### src/rtl/alu_regfile_sequencer.sv
// alu_regfile_sequencer: program memory and FETCH/EXEC/WB sequencer driving alu_regfile
module alu_regfile_sequencer #(
  parameter int ADDR_W = 4,
  parameter int IW = 24
) (
  input  logic              clk,
  input  logic              rst,
  input  logic              prog_we,
  input  logic [ADDR_W-1:0] prog_addr,
  input  logic [IW-1:0]     prog_data,
  input  logic              start,
  output logic [1:0]        rd0_addr,
  output logic [1:0]        rd1_addr,
  output logic [1:0]        wr_addr,
  output logic [8:0]        wr_data,
  output logic              wr_en,
  output logic [7:0]        instr_i,
  output logic              alu_src1,
  output logic              alu_src2,
  output logic [2:0]        alu_op,
  input  logic [7:0]        result,
  input  logic              ovf,
  input  logic              take_branch,
  output logic [ADDR_W-1:0] pc,
  output logic              busy,
  output logic              done,
  output logic [7:0]        last_result,
  output logic              last_ovf,
  output logic [7:0]        retired
);
  typedef enum logic [2:0] {IDLE, FETCH, EXEC, WB, HALT} state_t;
  state_t state_q, state_d;
  logic [ADDR_W-1:0] pc_q, pc_d;
  logic [IW-1:0] ir_q, ir_d;
  logic tb_q, tb_d;
  logic [7:0] last_result_q, last_result_d;
  logic last_ovf_q, last_ovf_d;
  logic [7:0] retired_q, retired_d;
  logic [IW-1:0] mem [2**ADDR_W];
  logic act, rsvd_unused;
  assign act = (state_q == EXEC) || (state_q == WB);
  assign rsvd_unused = ^ir_q[9:8];
  // program memory accepts writes only while the sequencer is parked
  always_ff @(posedge clk) begin
    if (prog_we && (state_q == IDLE || state_q == HALT)) mem[prog_addr] <= prog_data;
  end
  // sequencer state registers
  always_ff @(posedge clk or negedge rst) begin
    if (!rst) begin
      state_q       <= IDLE;
      pc_q          <= '0;
      ir_q          <= '0;
      tb_q          <= 1'b0;
      last_result_q <= '0;
      last_ovf_q    <= 1'b0;
      retired_q     <= '0;
    end else begin
      state_q       <= state_d;
      pc_q          <= pc_d;
      ir_q          <= ir_d;
      tb_q          <= tb_d;
      last_result_q <= last_result_d;
      last_ovf_q    <= last_ovf_d;
      retired_q     <= retired_d;
    end
  end
  // next-state: fetch, capture ALU result, then retire and pick the next pc
  always_comb begin
    state_d       = state_q;
    pc_d          = pc_q;
    ir_d          = ir_q;
    tb_d          = tb_q;
    last_result_d = last_result_q;
    last_ovf_d    = last_ovf_q;
    retired_d     = retired_q;
    case (state_q)
      IDLE, HALT: if (start) begin
        pc_d      = '0;
        retired_d = '0;
        state_d   = FETCH;
      end
      FETCH: begin
        ir_d    = mem[pc_q];
        state_d = EXEC;
      end
      EXEC: begin
        last_result_d = result;
        last_ovf_d    = ovf;
        tb_d          = take_branch;
        state_d       = WB;
      end
      WB: begin
        retired_d = retired_q + 8'd1;
        state_d   = ir_q[23] ? HALT : FETCH;
        pc_d      = ir_q[23] ? pc_q : (ir_q[22] && tb_q) ? ir_q[ADDR_W-1:0] : pc_q + 1'b1;
      end
      default: state_d = IDLE;
    endcase
  end
  assign alu_op      = act ? ir_q[20:18] : '0;
  assign alu_src1    = act & ir_q[17];
  assign alu_src2    = act & ir_q[16];
  assign rd0_addr    = act ? ir_q[15:14] : '0;
  assign rd1_addr    = act ? ir_q[13:12] : '0;
  assign wr_addr     = act ? ir_q[11:10] : '0;
  assign instr_i     = act ? ir_q[7:0] : '0;
  assign wr_en       = (state_q == WB) & ir_q[21];
  assign wr_data     = (state_q == WB) ? {1'b0, last_result_q} : '0;
  assign pc          = pc_q;
  assign busy        = (state_q == FETCH) || act;
  assign done        = state_q == HALT;
  assign last_result = last_result_q;
  assign last_ovf    = last_ovf_q;
  assign retired     = retired_q;
endmodule

### config.mk
export PLATFORM = sky130hd
export DESIGN_NAME = alu_regfile_sequencer
export DESIGN_NICKNAME = d
export VERILOG_FILES = /design/src/rtl/alu_regfile_sequencer.sv
export SDC_FILE = /design/constraint.sdc
export NUM_CORES = 1
export LEC_CHECK = 0
export ABC_AREA = 1
export CORE_AREA = 5 5 197 199
export CTS_BUF_LIST = sky130_fd_sc_hd__clkbuf_2
export DETAILED_ROUTE_END_ITERATION = 16
export DIE_AREA = 0 0 202 204
export MAX_ROUTING_LAYER = met4
export PLACE_DENSITY_LB_ADDON = 0.3
export SLEW_MARGIN = 20
export SYNTH_ARGS = -nofsm -noshare
export SYNTH_HDL_FRONTEND = slang
export SYNTH_SLANG_ARGS = --single-unit
### constraint.sdc
create_clock -name clk -period 2.7 [get_ports clk]
set_clock_uncertainty 0.15 [all_clocks]
set_input_delay 0.54 -clock clk [delete_from_list [all_inputs] [get_ports clk]]
set_output_delay 0.54 -clock clk [all_outputs]
set_load 0.01 [all_outputs]
==> impl_metrics.ini <==
[routing]
drt-wirelength-per-cell_um = 18.2
via_count = 11500
drc_errors = 0
wirelength_mm = 40.4
drtIter0Drc = 959
dr.pass1.iters = 5
drt-vias-per-instance = 5.19
detail-route-antenna-nets = 0

[synth]
synth_area_leaders = edfxtp_1 65%, nand2_1 13%, nand3_1 8.5%, dfrtp_1 7.2%, nor2_1 1.5%
synth_top_area_share_pct = 64.6
yosysSeqAreaShare_pct = 71.8
synth_nets = 1508
synth_mux_area_share_pct = 0.138
synth.largest_area_cell = edfxtp_1
synthAdderAreaFrac_pct = 0.153
ys_top_cells_by_count = 550 x nand2_1, 352 x edfxtp_1, 277 x nand3_1, 64 x nor2_1
ys.warnings.count = 0
syn_avg_cell_area_um2 = 11.2
synth_top_flop_cell = edfxtp_1
ys_seq_elements = 399
synth_edf_count = 352
yosysUniqueCellTypes = 28
yosys.area_share.simple_pct = 22.8
synthMostInstantiatedCell = nand2_1
async_reset_ff_share_pct = 11.8
synth_top_family_by_area = simple AND/OR/NAND/NOR gates
synth_cells = 1464
yosys.area_share.xor_xnor_pct = 0.107
synth_compound_area_share_pct = 0.941
synth_area_mm2 = 0.0164

[clock_tree]
root_buffer = clkbuf_2
cts_buffers = 99
clock_path_buffers = 3
htree_levels = 3
cts_sinks = 399
clk_pin_slew_ps = 100
worstSkewPairLatency_ps = 970
cts_tree = built

[sta]
setup_violations = 10
setup_slack_ps = -118
drv_slew = 0
finalCriticalPeriod_ps = 2820
fin_crit_sh_pct = 104
max-slew-margin-rel_pct = 46.8
finalHoldViolations = 0
tightest_slew_ps = 798
rsz0062_at_grt = true
max_freq_ghz = 0.355

[global_route]
busiest_layer = met2
grt_pass1_vias = 11400
grt_max_degree = 161
use_met3_pct = 4.43
grt-ovfl-total = 0
antenna_found_initial = 2
grt_pass1_wl_mm = 62.8
grt_use_met1_pct = 26.4
grt_use_met2_pct = 31.6
grt.total_usage_pct = 20.1

[worst_setup_path]
rrSetupSlack_ps = 400
cp_data_required_time_ps = 2010
path_class = reg -> out
crit_path_end_kind = output pin
start_kind = register
worstPathArrival_ps = 2130
worstPathMaxFanout = 5

[worst_hold_path]
min_path_type = in -> reg

[floorplan]
die-width_um = 202
core-area_mm2 = 0.0370
initial_core_util_pct = 44.2
rows = 71
die-area_mm2 = 0.0412
dieHeight_um = 204
boundaryPins = 94

[cells_and_area]
final_area_mm2 = 0.0195
syn_to_final_growth_pct = 19.2
drive_above_1_share_pct = 18.2
num-nets-final = 1709

[power_and_ir_drop]
ir_drop_uv = 686
power_mw = 17.9
leakage_nw = 7.72
powerDensity_mw_per_mm2 = 918

[run_status]
violations = setup timing
status = finished with violations

[placement]
place_congestion = 0.820
hpwlAfterDp_mm = 22.6
io_buffers = 90
dpl_cell_area_mm2 = 0.0182

[flow_run]
maxCapViolCount = 0
-- where the power goes --
group / switching (mW) / internal, mW / total (mW) / leakage [nW]
clock: 2.30 / 1.53 / 3.83 / 0.677
sequential: 0.214 / 7.12 / 7.33 / 3.75
combinational: 4.47 / 2.28 / 6.74 / 3.30
total: 6.98 / 10.9 / 17.9 / 7.72
-- cells by family (layout without fill, tap and decap cells) --
kind of cell | Yosys count | in the layout
buf+inv | 135 | 405
mux | 2 | 2
compound gates | 28 | 28
other cells | 1 | 3
simple gates | 895 | 898
fa+ha+maj | 2 | 2
xor+xnor | 2 | 2
flops | 399 | 399
-- metrics by stage --
stage	util, %	hold slack, ps	cells	setup TNS, ps	worst slack [ps]
3_5_place_dp	49.2	316	1996	0	135
6_report	52.7	229	2213	-677	-118
4_1_cts	52.3	124	2205	-1030	-146
2_1_floorplan	-	94.4	1464	0	232
3_3_place_gp	49.2	316	1996	0	142
5_1_grt	52.7	193	2213	-2620	-248
-- placed cells by master, fill, tap and decap left out, types with 2 or more instances in the layout --
master	count
inv_1	45
ha_1	2
buf_2	26
clkdlybuf4s50_1	57
nand3_1	277
clkbuf_2	146
nand2_2	3
edfxtp_1	352
dfrtp_4	2
o21ai_0	5
dfrtp_1	42
diode_2	2
buf_12	28
inv_6	2
nor2_4	22
dlygate4sd3_1	12
mux2_2	2
clkinv_1	21
nand2_1	547
nand2_8	3
dlygate4sd2_1	2
buf_4	41
inv_4	3
a21oi_1	14
o22ai_1	6
nor2_1	32
nor2_2	10
nor3_4	2
dfrtp_2	3
inv_2	5
clkinv_2	2
buf_6	11
-- worst max-delay path: stages, from the launching register on --
cell     delay [ps]
dfrtp_2         430
inv_4            60
nor3_4          230
buf_6           150
inv_6            40
buf_6           110
nor2_2           70
buf_2           130
-- final timing paths --
kind | from | endpoint | cells after the start
setup / recovery | state_q[1] | wr_en | 7
hold / removal | start | state_q[2] | 4
setup reg to reg | state_q[1] | mem[13][3] | 7
hold reg to reg | ir_q[11] | ir_q[11] | 2
max in group asynchronous | rst | ir_q[13] | 4
min in group asynchronous | rst | pc[3] | 4
-- registers in the layout, summed over array words and instances, names as in the netlist --
name         flops
retired          8
ir_q            22
last_result      8
last_ovf         1
tb_q             1
state_q          3
mem            352
pc               4
-- what timing repair did --
item / 4_1_cts / 5_1_grt
setup buffers: 20 / 4
gates cloned: 3 / 2
endpoints found under the setup margin: 36 / 30
endpoints found under the hold margin: 57 / 0
gates resized for setup: 148 / 26
pin swaps: 4 / 5
hold buffers: 13 / 0
-- area by class of cell --
cell class / instances / area [um^2]
antenna: 2 / 5.00
fill: 3195 / 17500
timing repair buffer: 177 / 1830
multi-input combinational: 933 / 4220
clock buffer: 146 / 731
timing repair inverter: 2 / 11.3
inverter: 53 / 229
tap: 474 / 593
sequential: 399 / 11800
clock inverter: 27 / 135
-- metal layers --
layer | vias to the layer above | part of all wire, %
li1 | 5457 | -
met5 | - | 0
met1 | 5498 | 43
met3 | 56 | 8.0
met4 | 0 | 1.7
met2 | 481 | 47
Power figures use the tool's default switching activity.
